**config.mk**
```make
export PLATFORM = sky130hd
export DESIGN_NAME = fusion_window_queue
export DESIGN_NICKNAME = d
export VERILOG_FILES = /design/src/rtl/fusion_window_queue.sv
export SDC_FILE = /design/constraint.sdc
export NUM_CORES = 1
export LEC_CHECK = 0
export BUFFER_PORTS_ARGS = -buffer_cell sky130_fd_sc_hd__buf_2
export CORE_AREA = 4 4 121 123
export CTS_CLUSTER_DIAMETER = 80
export DETAILED_ROUTE_END_ITERATION = 6
export DIE_AREA = 0 0 125 127
export GPL_ROUTABILITY_DRIVEN = 0
export PLACE_DENSITY_LB_ADDON = 0.12
export SLEW_MARGIN = 20
export SYNTH_ARGS = -nofsm -noshare
export SYNTH_HDL_FRONTEND = slang
export SYNTH_SLANG_ARGS = --single-unit
```
**constraint.sdc**
```tcl
create_clock -name clk -period 3 [get_ports clk]
set_input_delay 0.15 -clock clk [delete_from_list [all_inputs] [get_ports clk]]
set_output_delay 0.15 -clock clk [all_outputs]
set_load 0.02 [all_outputs]
```
**src/rtl/fusion_window_queue.sv**
```systemverilog
// Instruction queue feeding the fusion unit: buffers 16-bit fetch words and exposes a head/head+1 window.
// Optional FUSION_QUEUE_STATS_EN adds fused-pair and fetch-stall counters.
module fusion_window_queue #(
  parameter int DEPTH = 8,
  parameter int PTR_W = 3,
  parameter int CNT_W = 4
) (
  input  logic             clk,
  input  logic             rst,
  input  logic [15:0]      in_inst,
  input  logic             in_valid,
  output logic             in_ready,
  output logic [15:0]      inst1,
  output logic [15:0]      inst2,
  output logic             inst1_valid,
  output logic             inst2_valid,
  input  logic [1:0]       pop_cnt,
  input  logic             flush,
  output logic [CNT_W-1:0] occupancy,
  output logic             underflow_err
`ifdef FUSION_QUEUE_STATS_EN
  ,
  output logic [31:0]      pair_pop_count,
  output logic [31:0]      stall_count
`endif
);

  logic [15:0]      r_mem [DEPTH];
  logic [PTR_W-1:0] r_rd_ptr;
  logic [PTR_W-1:0] r_wr_ptr;
  logic [CNT_W-1:0] r_occ;
  logic             r_underflow;

  logic             w_push;
  logic             w_pop_req;
  logic             w_pop_legal;
  logic [1:0]       w_pop_amt;
  logic [CNT_W-1:0] w_pop_cnt_ext;
  logic [PTR_W-1:0] w_rd_ptr_p1;

  // Readiness uses pre-pop occupancy: a pop into a full queue frees space only next cycle
  assign in_ready      = (r_occ < CNT_W'(DEPTH));
  assign w_push        = in_valid && in_ready && !flush;
  assign w_pop_cnt_ext = {{(CNT_W-2){1'b0}}, pop_cnt};
  assign w_pop_req     = (pop_cnt != 2'd0);
  assign w_pop_legal   = w_pop_req && (pop_cnt != 2'd3) && (w_pop_cnt_ext <= r_occ);
  assign w_pop_amt     = w_pop_legal ? pop_cnt : 2'd0;

  // Pointer, occupancy and error-pulse state; rst beats flush beats normal traffic
  always_ff @(posedge clk) begin
    if (rst) begin
      r_rd_ptr    <= {PTR_W{1'b0}};
      r_wr_ptr    <= {PTR_W{1'b0}};
      r_occ       <= {CNT_W{1'b0}};
      r_underflow <= 1'b0;
    end else if (flush) begin
      r_rd_ptr    <= {PTR_W{1'b0}};
      r_wr_ptr    <= {PTR_W{1'b0}};
      r_occ       <= {CNT_W{1'b0}};
      r_underflow <= 1'b0;
    end else begin
      if (w_push) begin
        r_wr_ptr <= r_wr_ptr + PTR_W'(1);
      end
      r_rd_ptr    <= r_rd_ptr + PTR_W'(w_pop_amt);
      r_occ       <= r_occ + CNT_W'(w_push) - CNT_W'(w_pop_amt);
      r_underflow <= w_pop_req && !w_pop_legal;
    end
  end

  // Storage is deliberately not reset
  always_ff @(posedge clk) begin
    if (!rst && w_push) begin
      r_mem[r_wr_ptr] <= in_inst;
    end
  end

  // Window slot 1 wraps naturally through PTR_W overflow
  assign w_rd_ptr_p1   = r_rd_ptr + PTR_W'(1);
  assign inst1_valid   = (r_occ >= CNT_W'(1));
  assign inst2_valid   = (r_occ >= CNT_W'(2));
  assign inst1         = inst1_valid ? r_mem[r_rd_ptr]    : 16'h0000;
  assign inst2         = inst2_valid ? r_mem[w_rd_ptr_p1] : 16'h0000;
  assign occupancy     = r_occ;
  assign underflow_err = r_underflow;

`ifdef FUSION_QUEUE_STATS_EN
  logic [31:0] r_pair_pop_count;
  logic [31:0] r_stall_count;

  // Statistics survive flush; only rst clears them
  always_ff @(posedge clk) begin
    if (rst) begin
      r_pair_pop_count <= 32'd0;
      r_stall_count    <= 32'd0;
    end else begin
      if (w_pop_legal && (pop_cnt == 2'd2) && !flush) begin
        r_pair_pop_count <= r_pair_pop_count + 32'd1;
      end
      if (in_valid && !in_ready) begin
        r_stall_count <= r_stall_count + 32'd1;
      end
    end
  end

  assign pair_pop_count = r_pair_pop_count;
  assign stall_count    = r_stall_count;
`endif

endmodule

```
==> impl_table.tex, run 1 <==
\begin{tabular}{lr}
\hline
Metric & Value \\
\hline
\multicolumn{2}{l}{\textbf{Synthesis}} \\
Area fraction of the dominant cell type after synthesis & 57.3\% \\
Avg Inst Size Synth & 16.6 um2 \\
Unique cell type count in the Yosys netlist & 38 \\
Post-synthesis instance area & 6710 um2 \\
Synth Register Bits & 139 \\
Most common library cells after synthesis & edfxtp\_1, mux2i\_1, a22oi\_1 \\
Post-synthesis sequential area ratio & 60.5\% \\
Synth Warn \# & 0 \\
Most frequent cell after synthesis & edfxtp\_1 \\
Synth Net Count & roughly 440 \\
Synth area leaders & edfxtp\_1, mux2i\_1, mux4\_2 \\
Synthesized netlist cell count & 405 \\
Largest area contributor in the synthesized netlist & edfxtp\_1 \\
Main flop type after synthesis & edfxtp\_1 \\
Fraction of synthesis flops using an asynchronous set or reset pin & 0\% \\
Number of flops mapped to enable cells by yosys & 128 \\
\multicolumn{2}{l}{\textbf{Floorplan}} \\
I/O pin total & 62 \\
DIE WIDTH & roughly 130 um \\
Number of rows created at floorplan & 43 \\
Height of the die & $\sim$130 um \\
Effective utilization at floorplan & 49.1\% \\
Core area & 13,700 um2 \\
Area of the die & 15,900 um2 \\
\multicolumn{2}{l}{\textbf{Global routing}} \\
Number of antenna violations at the first check in global routing & 1 \\
Pin count of the biggest net entering global routing & 98 \\
Aggregate global routing overflow & 0 \\
Via count of the first global-routing pass & 4,109 \\
Tot GR Track Use & 19.5\% \\
Global-route wire length before repair & 23,100 um \\
\multicolumn{2}{l}{\textbf{Setup path}} \\
Kind of end point of the critical path & flip-flop \\
Critical-path cell list & inv\_1 -> ha\_1 -> nor2b\_1 -> o211ai\_1 -> and3\_1 -> ha\_1 -> inv\_1 -> ha\_1 -> inv\_1 -> fa\_1 -> xor2\_1 -> nor2\_1 \\
Crit Reg-Reg Startpoint & occupancy[1]\$\_SDFF\_PP0\_ \\
Type of the worst setup path & flip-flop to flip-flop \\
CP Launch Type & flip-flop \\
Worst Reg-to-Reg Cells & 12 \\
WP data arrival & 2940 ps \\
Buffering stage count on the worst path with inverters included & 3 \\
Reg2reg end & occupancy[2]\$\_SDFF\_PP0\_ \\
Crit path max-delay family & adder cells \\
Maximum fanout along the worst path & 5 \\
Required time of the worst setup path & 3310 ps \\
Cell type of the slowest stage on the worst timing path & dfxtp\_1 \\
Worst path max stage delay & 400 ps \\
Worst R2R Setup Slack & 370 ps \\
\multicolumn{2}{l}{\textbf{Placement}} \\
HPWL after detailed placement & around 9100 um \\
Number of port buffers & 61 \\
Worst-case setup slack after placement & 396 ps \\
Placed instance area & about 7200 um2 \\
\multicolumn{2}{l}{\textbf{STA}} \\
Summed negative setup slack over all endpoints & 0 ps \\
Post-route setup slack & 371 ps \\
Final setup vio count & 0 \\
Tmin final & about 2600 ps \\
Fraction of the cycle the final worst path needs & 87.6\% \\
Max-slew violation total from the final report & 0 \\
Tightest slew margin relative to the limit & 54.2\% \\
Worst clock skew on the final layout & about 7.0 ps \\
Least-Margin Pin Slew & 687 ps \\
Final hold violation count & 0 \\
Max Fclk & 380 MHz \\
RSZ-0062 raised after global routing & false \\
\multicolumn{2}{l}{\textbf{Worst hold path}} \\
Worst hold path stage count & 1 \\
Path class of the lowest-slack min-delay path & input port to flip-flop \\
Hold Path Origin & in\_inst[11] \\
Destination of the worst hold path & r\_mem[3][11]\$\_DFFE\_PP\_ \\
\multicolumn{2}{l}{\textbf{Power}} \\
Comb power frac & 19.1\% \\
Proportion of power drawn by flip-flops and latches & approximately 43\% \\
Sw frac & a little over a quarter \\
P\_int & 0.00371 W \\
Pwr/cell area & 645 nW/um2 \\
Clock group share of total power & 38.1\% \\
Maximum vdd drop & $\sim$350 uV \\
Leakage power figure & 2.72 nW \\
Psw & 0.00135 W \\
\multicolumn{2}{l}{\textbf{Clocking}} \\
Root buffer cell & clkbuf\_16 \\
H-tree level count & 4 \\
Clock tree from TritonCTS & built \\
Clock-pin transition on the worst setup and hold timing paths & around 60 ps \\
Clock buffer count from CTS & 17 \\
Clk buf depth & 2 \\
Resize count post-CTS & 0 \\
Count of clock tree sinks & 139 \\
Skew-Pair Late Insertion Delay & 420 ps \\
\multicolumn{2}{l}{\textbf{Cells and area}} \\
Utilization after layout & approximately 57\% \\
Share of layout cells above drive strength 1 & about a quarter \\
Area of all placed cells without fillers & 7840 um2 \\
Area growth syn-to-layout & 16.8\% \\
Nets@finish & 523 \\
Count of antenna diodes in the layout & 0 \\
\multicolumn{2}{l}{\textbf{Drt}} \\
\# DRC & 0 \\
Total number of vias & a little under 4,000 \\
Antenna-violating nets left & 0 \\
Starting DRT DRC Count & 338 \\
First-pass detailed-route iteration total & 4 \\
Final wirelength & 14,800 um \\
Average detailed-routed wire length per instance & $\sim$22 um \\
Via density per instance & 5.72 \\
\multicolumn{2}{l}{\textbf{Job}} \\
Max-cap violations & 0 \\
\multicolumn{2}{l}{\textbf{Outcome}} \\
Result of the run & completed \\
\hline
\end{tabular}
[metal layers]
metal,global-route usage (%),vias up,routed length [um]
met3,4.77,15,929
li1,-,1809,-
met1,25.2,1936,6250
met2,32.4,114,7420
met5,0,-,13
met4,7.27,2,196
[state kept, by name, summed over array words and instances, names as in the netlist]
| register | count |
|---|---|
| r_wr_ptr | 3 |
| r_mem | 128 |
| r_rd_ptr | 3 |
| underflow_err | 1 |
| occupancy | 4 |
[how the worst max path moves through the flow]
stage | start | to | slack, ps | cells past startpoint
6_report | occupancy[1]$_SDFF_PP0_ | occupancy[2]$_SDFF_PP0_ | 370 | 12
3_5_place_dp | occupancy[1]$_SDFF_PP0_ | occupancy[2]$_SDFF_PP0_ | 400 | 12
3_3_place_gp | occupancy[1]$_SDFF_PP0_ | occupancy[2]$_SDFF_PP0_ | 540 | 12
4_1_cts | r_rd_ptr[1]$_SDFF_PP0_ | inst2[2] | 340 | 5
2_1_floorplan | occupancy[3]$_SDFF_PP0_ | r_mem[0][0]$_DFFE_PP_ | 100 | 3
5_1_grt | occupancy[1]$_SDFF_PP0_ | occupancy[2]$_SDFF_PP0_ | 170 | 12
[per-stage QoR]
step           hold WS (ps)  cells  power, W
6_report               9.01    678   0.00506
2_1_floorplan           249    405   0.00284
3_3_place_gp            413    640   0.00316
4_1_cts               0.152    678   0.00511
3_5_place_dp            420    640   0.00318
5_1_grt                8.56    678   0.00527
[power groups by stage]
stage	Combinational (W)	Sequential, W	Clock (W)
4_1_cts	0.000986	0.00216	0.00196
5_1_grt	0.00105	0.00216	0.00205
6_report	0.000968	0.00216	0.00193
3_3_place_gp	0.000960	0.00220	0
2_1_floorplan	0.000635	0.00221	0
3_5_place_dp	0.000976	0.00220	0
[cell usage in the layout (no fill, tap or decap), drive strengths merged, types with 3 or more instances in the layout]
cell type,n
buf,81
inv,13
nor2b,3
ha,12
mux2i,66
clkbuf,20
and2,4
a22o,16
edfxtp,128
nand2,5
clkinv,6
a22oi,32
nor2,17
dlygate4sd3,8
and3,17
mux4,32
xor2,3
dfxtp,11
[area by class of cell]
type,instances,area (um2)
Tap cell,180,225
Timing Repair Buffer,89,561
Multi-Input combinational cell,227,2400
Clock inverter,10,103
Clock buffer,20,437
Sequential cell,139,4070
Fill cell,1085,5820
Inverter,13,48.8
[logic make-up (layout without fill, tap and decap cells)]
logic type | Yosys count | in the layout | synth area share (%)
DFF | 139 | 139 | 60.5
buffers and inverters | 39 | 132 | 3.86
adders and majority gates | 14 | 14 | 2.83
AOI/OAI and AO/OA | 53 | 53 | 6.21
xor gates and xnor gates | 5 | 5 | 0.652
and+or+nand+nor | 57 | 57 | 4.66
muxes | 98 | 98 | 21.2
[what timing repair did]
item | in CTS | in global routing
hold buffers | 8 | 0
setup buffers | 0 | 0
hold endpoints to repair | 60 | 0
endpoints found under the setup margin | 0 | 0
No activity file was read; power rests on OpenSTA's default activity.
==> run 2: changes to the inputs <==
--- a/config.mk
+++ b/config.mk
@@ -5,11 +5,12 @@
 export SDC_FILE = /design/constraint.sdc
 export NUM_CORES = 1
 export LEC_CHECK = 0
+export ABC_AREA = 1
 export BUFFER_PORTS_ARGS = -buffer_cell sky130_fd_sc_hd__buf_2
-export CORE_AREA = 4 4 121 123
+export CORE_AREA = 4 4 127 129
 export CTS_CLUSTER_DIAMETER = 80
 export DETAILED_ROUTE_END_ITERATION = 6
-export DIE_AREA = 0 0 125 127
+export DIE_AREA = 0 0 131 133
 export GPL_ROUTABILITY_DRIVEN = 0
 export PLACE_DENSITY_LB_ADDON = 0.12
 export SLEW_MARGIN = 20
==> impl_table.tex, run 2 <==
\begin{tabular}{lr}
\hline
Metric & Value \\
\hline
\multicolumn{2}{l}{\textbf{Floorplan}} \\
Number of rows created at floorplan & between 40 and 50 \\
Core area & 15,000 um2 \\
DIE WIDTH & 131 um \\
Effective utilization at floorplan & 49.3\% \\
I/O pin total & 62 \\
Height of the die & around 130 um \\
Area of the die & 17,400 um2 \\
\multicolumn{2}{l}{\textbf{Synthesis}} \\
Synth area leaders & edfxtp\_1, nand2\_1, nor2\_1 \\
Fraction of synthesis flops using an asynchronous set or reset pin & 0\% \\
Synth Net Count & $\sim$950 \\
Synthesized netlist cell count & 915 \\
Main flop type after synthesis & edfxtp\_1 \\
Synth Register Bits & 139 \\
Most frequent cell after synthesis & nand2\_1 \\
Area fraction of the dominant cell type after synthesis & 51.8\% \\
Unique cell type count in the Yosys netlist & 22 \\
Post-synthesis sequential area ratio & 54.8\% \\
Avg Inst Size Synth & 8.11 um2 \\
Largest area contributor in the synthesized netlist & edfxtp\_1 \\
Number of flops mapped to enable cells by yosys & 128 \\
Synth Warn \# & 0 \\
Most common library cells after synthesis & nand2\_1, nor2\_1, edfxtp\_1 \\
Post-synthesis instance area & 7420 um2 \\
\multicolumn{2}{l}{\textbf{Global routing}} \\
Number of antenna violations at the first check in global routing & 0 \\
Via count of the first global-routing pass & around 5,400 \\
Aggregate global routing overflow & 0 \\
Pin count of the biggest net entering global routing & 69 \\
Global-route wire length before repair & 29,200 um \\
Tot GR Track Use & 22.3\% \\
\multicolumn{2}{l}{\textbf{STA}} \\
RSZ-0062 raised after global routing & false \\
Least-Margin Pin Slew & a little over 800 ps \\
Max-slew violation total from the final report & 0 \\
Max Fclk & 380 MHz \\
Summed negative setup slack over all endpoints & 0 ps \\
Tightest slew margin relative to the limit & 45.5\% \\
Worst hold slack & between 10 and 15 ps \\
Fraction of the cycle the final worst path needs & between 80\% and 90\% \\
Tmin final & 2630 ps \\
Worst clock skew on the final layout & 5.99 ps \\
Final hold violation count & 0 \\
Final setup vio count & 0 \\
\multicolumn{2}{l}{\textbf{Cells and area}} \\
Number of standard cells in the final layout excluding fillers & 1,172 \\
\# fillers & 1,376 \\
Count of antenna diodes in the layout & 0 \\
Nets@finish & 1,007 \\
Largest register FFs & 128 \\
Most common library cell in the layout ignoring fill and taps & nand2\_1 \\
Utilization after layout & 56.9\% \\
Area growth syn-to-layout & 15.4\% \\
Area of all placed cells without fillers & 8560 um2 \\
Commonest cells after routing, fill and taps aside & nand2\_1, nor2\_1, edfxtp\_1 \\
Largest register by flop count & r\_mem \\
Share of layout cells above drive strength 1 & 12.9\% \\
\multicolumn{2}{l}{\textbf{Power}} \\
Maximum vdd drop & just over 400 uV \\
Pwr/cell area & 608 nW/um2 \\
Leakage power figure & 3.83 nW \\
\multicolumn{2}{l}{\textbf{Drt}} \\
Via density per instance & slightly above 5 \\
Final wirelength & 19,000 um \\
Average detailed-routed wire length per instance & 16.2 um \\
Antenna-violating nets left & 0 \\
Total number of vias & 5,924 \\
First-pass detailed-route iteration total & 5 \\
Starting DRT DRC Count & 404 \\
\# DRC & 0 \\
\multicolumn{2}{l}{\textbf{Placement}} \\
Number of port buffers & 61 \\
Placed instance area & 7920 um2 \\
Count of placed standard cells including taps & 1,134 \\
HPWL after detailed placement & 11,300 um \\
\multicolumn{2}{l}{\textbf{Job}} \\
Max-cap violations & 0 \\
\multicolumn{2}{l}{\textbf{Clocking}} \\
Clock tree from TritonCTS & built \\
Clk buf depth & 2 \\
Skew-Pair Late Insertion Delay & 420 ps \\
Count of clock tree sinks & 139 \\
Clock-pin transition on the worst setup and hold timing paths & 60 ps \\
Clock buffer count from CTS & 17 \\
Setup Fix Bufs, Post-CTS & 0 \\
H-tree level count & 4 \\
Resize count post-CTS & 0 \\
Root buffer cell & clkbuf\_16 \\
Cts hold-fix bufs & 6 \\
\multicolumn{2}{l}{\textbf{Setup path}} \\
Cell type of the slowest stage on the worst timing path & dfxtp\_4 \\
Type of the worst setup path & flip-flop to output port \\
Cell seen most often among critical-path stages & nand2\_1 \\
WP data arrival & 2480 ps \\
Worst path max stage delay & 500 ps \\
Maximum fanout along the worst path & 25 \\
CP Launch Type & flip-flop \\
Critical-path cell list & ha\_1 -> xor2\_4 -> inv\_2 -> nand2\_1 -> nand2\_1 -> nor2\_1 -> buf\_2 \\
Kind of end point of the critical path & output port \\
Required time of the worst setup path & 2850 ps \\
\multicolumn{2}{l}{\textbf{Outcome}} \\
Result of the run & completed \\
\multicolumn{2}{l}{\textbf{Worst hold path}} \\
Path class of the lowest-slack min-delay path & input port to flip-flop \\
\hline
\end{tabular}
==> run 2: where the power goes <==
| group | internal (W) | switching [W] |
|---|---|---|
| combinational | 0.000309 | 0.000700 |
| clock | 0.00122 | 0.000817 |
| sequential | 0.00214 | 0.0000177 |
==> run 2: area by class of cell <==
cell class | count | area (um2) | share of cell area [%]
Clock buffer | 17 | 425 | 4.97
Clock inverter | 15 | 151 | 1.77
Inverter | 87 | 328 | 3.83
Multi-Input combinational cell | 639 | 2790 | 32.6
Sequential cell | 139 | 4070 | 47.5
Tap cell | 188 | 235 | 2.75
Timing Repair Buffer | 87 | 566 | 6.61
==> run 2: path summary, 6_finish.rpt <==
kind	start	endpoint	slack, ps	cells past startpoint
worst max-delay path	r_rd_ptr[0]$_SDFF_PP0_	inst2[10]	370	7
worst min-delay path	rst	r_wr_ptr[2]$_SDFFE_PP0P_	10	4
worst max register to register	occupancy[1]$_SDFF_PP0_	occupancy[2]$_SDFF_PP0_	660	14
worst min register to register	r_wr_ptr[0]$_SDFFE_PP0P_	r_wr_ptr[0]$_SDFFE_PP0P_	500	2
==> run 2: cells by family (layout without fill, tap and decap cells) <==
kind of cell               Yosys count  in the layout  synth area share (%)
and+or+nand+nor                    582            582                  31.4
DFF                                139            139                  54.8
buffers and inverters              137            206                  7.91
AOI/OAI and AO/OA                   40             40                  2.73
adders and majority gates           14             14                  2.56
xor gates and xnor gates             3              3                 0.607
==> run 2: metrics by stage <==
step	setup slack [ps]	power, W
after floorplan	645	0.00287
after global placement	708	0.00320
after detailed placement	655	0.00321
after CTS	384	0.00524
after global routing	229	0.00542
final	367	0.00520
==> run 2: critical path: cells and delay by family (launching register included) <==
| kind | cells | cell delay, ps |
|---|---|---|
| DFF | 1 | 500 |
| adders and majority gates | 1 | 290 |
| and+or+nand+nor | 3 | 370 |
| xor gates and xnor gates | 1 | 370 |
| buffers and inverters | 2 | 520 |
==> run 2: layer usage <==
metal / part of all wire, % / wire, um / vias up / GRT usage, %
li1: - / - / 3026 / -
met1: 44 / 8320 / 2706 / 29.6
met2: 49 / 9270 / 157 / 36.6
met3: 5.1 / 968 / 35 / 4.04
met4: 2.2 / 408 / 0 / 7.77
met5: 0 / 0 / - / 0
==> run 3: changes to the inputs <==
--- a/config.mk
+++ b/config.mk
@@ -6,11 +6,12 @@
 export NUM_CORES = 1
 export LEC_CHECK = 0
 export ABC_AREA = 1
-export BUFFER_PORTS_ARGS = -buffer_cell sky130_fd_sc_hd__buf_2
 export CORE_AREA = 4 4 127 129
 export CTS_CLUSTER_DIAMETER = 80
+export CTS_CLUSTER_SIZE = 40
 export DETAILED_ROUTE_END_ITERATION = 6
 export DIE_AREA = 0 0 131 133
+export DONT_BUFFER_PORTS = 1
 export GPL_ROUTABILITY_DRIVEN = 0
 export PLACE_DENSITY_LB_ADDON = 0.12
 export SLEW_MARGIN = 20
==> impl_table.tex, run 3 (same netlist as run 2, synthesis figures left out) <==
\begin{tabular}{lr}
\hline
Metric & Value \\
\hline
\multicolumn{2}{l}{\textbf{Floorplan}} \\
Height of the die & roughly 130 um \\
Core area & 15,000 um2 \\
DIE WIDTH & between 100 and 150 um \\
Area of the die & 17,400 um2 \\
Effective utilization at floorplan & approximately half \\
I/O pin total & 62 \\
Number of rows created at floorplan & 45 \\
\multicolumn{2}{l}{\textbf{Clocking}} \\
Clock tree from TritonCTS & built \\
Skew-Pair Late Insertion Delay & 420 ps \\
H-tree level count & 4 \\
Clock buffer count from CTS & 17 \\
Count of clock tree sinks & 139 \\
Clk buf depth & 2 \\
Clock-pin transition on the worst setup and hold timing paths & about 60 ps \\
Root buffer cell & clkbuf\_16 \\
\multicolumn{2}{l}{\textbf{STA}} \\
Tightest slew margin relative to the limit & 53.1\% \\
Final setup vio count & 0 \\
Max-slew violation total from the final report & 0 \\
Post-route setup slack & about 320 ps \\
Worst clock skew on the final layout & 6.74 ps \\
Fraction of the cycle the final worst path needs & between 80\% and 90\% \\
Tmin final & 2680 ps \\
RSZ-0062 raised after global routing & false \\
Final hold violation count & 0 \\
Summed negative setup slack over all endpoints & 0 ps \\
Least-Margin Pin Slew & 703 ps \\
Max Fclk & approximately 370 MHz \\
\multicolumn{2}{l}{\textbf{Drt}} \\
Via density per instance & 5.27 \\
Antenna-violating nets left & 0 \\
First-pass detailed-route iteration total & 5 \\
Total number of vias & about 6,100 \\
Detailed-routing wirelength on met1 & a little over 8000 um \\
Final wirelength & 19,000 um \\
Highest metal layer with signal wires & met4 \\
Starting DRT DRC Count & 572 \\
Detailed-routed wire length on met3 & 1040 um \\
Detail Route met2 WL & just over 9000 um \\
Average detailed-routed wire length per instance & around 16 um \\
\# DRC & 0 \\
\multicolumn{2}{l}{\textbf{Cells and area}} \\
Share of layout cells above drive strength 1 & 10.1\% \\
Commonest cells after routing, fill and taps aside & nand2\_1, nor2\_1, edfxtp\_1 \\
Area of all placed cells without fillers & 8620 um2 \\
Largest register by flop count & r\_mem \\
Most common library cell in the layout ignoring fill and taps & nand2\_1 \\
Largest register FFs & 128 \\
Count of antenna diodes in the layout & 0 \\
Nets@finish & 999 \\
Area growth syn-to-layout & 16.2\% \\
Number of standard cells in the final layout excluding fillers & 1,164 \\
\multicolumn{2}{l}{\textbf{Placement}} \\
Count of placed standard cells including taps & around 1,100 \\
Number of port buffers & 0 \\
Worst-case setup slack after placement & 369 ps \\
Placed instance area & roughly 7900 um2 \\
HPWL after detailed placement & 12,000 um \\
\multicolumn{2}{l}{\textbf{Global routing}} \\
Aggregate global routing overflow & 0 \\
Pin count of the biggest net entering global routing & 77 \\
Via count of the first global-routing pass & 5,901 \\
Global-route wire length before repair & between 20,000 and 30,000 um \\
Tot GR Track Use & between 20\% and 30\% \\
Number of antenna violations at the first check in global routing & 0 \\
\multicolumn{2}{l}{\textbf{Setup path}} \\
Kind of end point of the critical path & output port \\
Type of the worst setup path & flip-flop to output port \\
Required time of the worst setup path & 2850 ps \\
WP data arrival & 2530 ps \\
Maximum fanout along the worst path & 32 \\
CP Launch Type & flip-flop \\
\multicolumn{2}{l}{\textbf{Power}} \\
P\_int & 0.00370 W \\
Pwr/cell area & 605 nW/um2 \\
Comb power frac & 20.0\% \\
Leakage power figure & 3.81 nW \\
Sw frac & 29.1\% \\
Clock group share of total power & between 30\% and 40\% \\
Proportion of power drawn by flip-flops and latches & 41.7\% \\
Psw & approximately 0.0015 W \\
Maximum vdd drop & 387 uV \\
\multicolumn{2}{l}{\textbf{Job}} \\
Max-cap violations & 0 \\
\multicolumn{2}{l}{\textbf{Outcome}} \\
Result of the run & completed \\
\multicolumn{2}{l}{\textbf{Worst hold path}} \\
Path class of the lowest-slack min-delay path & input port to flip-flop \\
\hline
\end{tabular}
==> run 3: cell types whose count changed in the layout (fill, tap and decap cells not counted), sizes merged <==
cell and delta:
buf -20, dlygate4sd3 +12, clkinv +4, clkinvlp -3, inv -1
==> run 3: path summary, 6_finish.rpt <==
check | start | endpoint | slack, ps | cells after the start
max | r_rd_ptr[0]$_SDFF_PP0_ | inst2[5] | 320 | 8
min | pop_cnt[1] | underflow_err$_SDFF_PP0_ | 50 | 3
max reg2reg | occupancy[1]$_SDFF_PP0_ | occupancy[2]$_SDFF_PP0_ | 350 | 14
min reg2reg | r_wr_ptr[0]$_SDFFE_PP0P_ | r_wr_ptr[0]$_SDFFE_PP0P_ | 510 | 2
==> run 3: area by class of cell <==
type | count | area (um2)
clock inverter | 15 | 133
inverter | 87 | 328
tap | 188 | 235
timing repair buffer | 79 | 663
multi-input combinational | 639 | 2770
clock buffer | 17 | 425
sequential | 139 | 4070
fill | 1307 | 6410
==> run 3: through the flow <==
step | total power (W) | hold WS [ps] | utilization [%]
2_1_floorplan | 0.00287 | 249 | -
3_3_place_gp | 0.00320 | 249 | 52.4
3_5_place_dp | 0.00322 | 249 | 52.4
4_1_cts | 0.00525 | 16.3 | 57.3
5_1_grt | 0.00543 | 74.4 | 57.3
6_report | 0.00521 | 46.4 | 57.3
==> run 3: layer usage <==
| layer | global-route usage, % | vias to the layer above |
|---|---|---|
| met4 | 9.77 | 0 |
| met2 | 35.6 | 200 |
| li1 | - | 3015 |
| met3 | 3.63 | 37 |
| met1 | 29.0 | 2881 |
| met5 | 0 | - |
==> run 3: timing repair <==
action	4_1_cts	5_1_grt
hold buffers	18	0
gates resized for setup	0	0
hold endpoints to repair	131	0
setup buffers	0	0
==> run 3: power by group through the flow <==
stage               registers [W]  clock network (W)  logic (W)
global placement          0.00221                  0   0.000993
detailed placement        0.00221                  0    0.00101
finish                    0.00217            0.00200    0.00104
floorplan                 0.00220                  0   0.000666
CTS                       0.00217            0.00202    0.00105
global route              0.00217            0.00211    0.00115
==> run 3: worst max-delay path, cell delays in order, from the launching register on <==
cell and delay [ps]:
dfxtp_4 560, ha_1 310, inv_1 390, buf_12 230
o21ai_0 100, nor2_1 120, nor2_1 60, nor2_1 160
buf_4 170
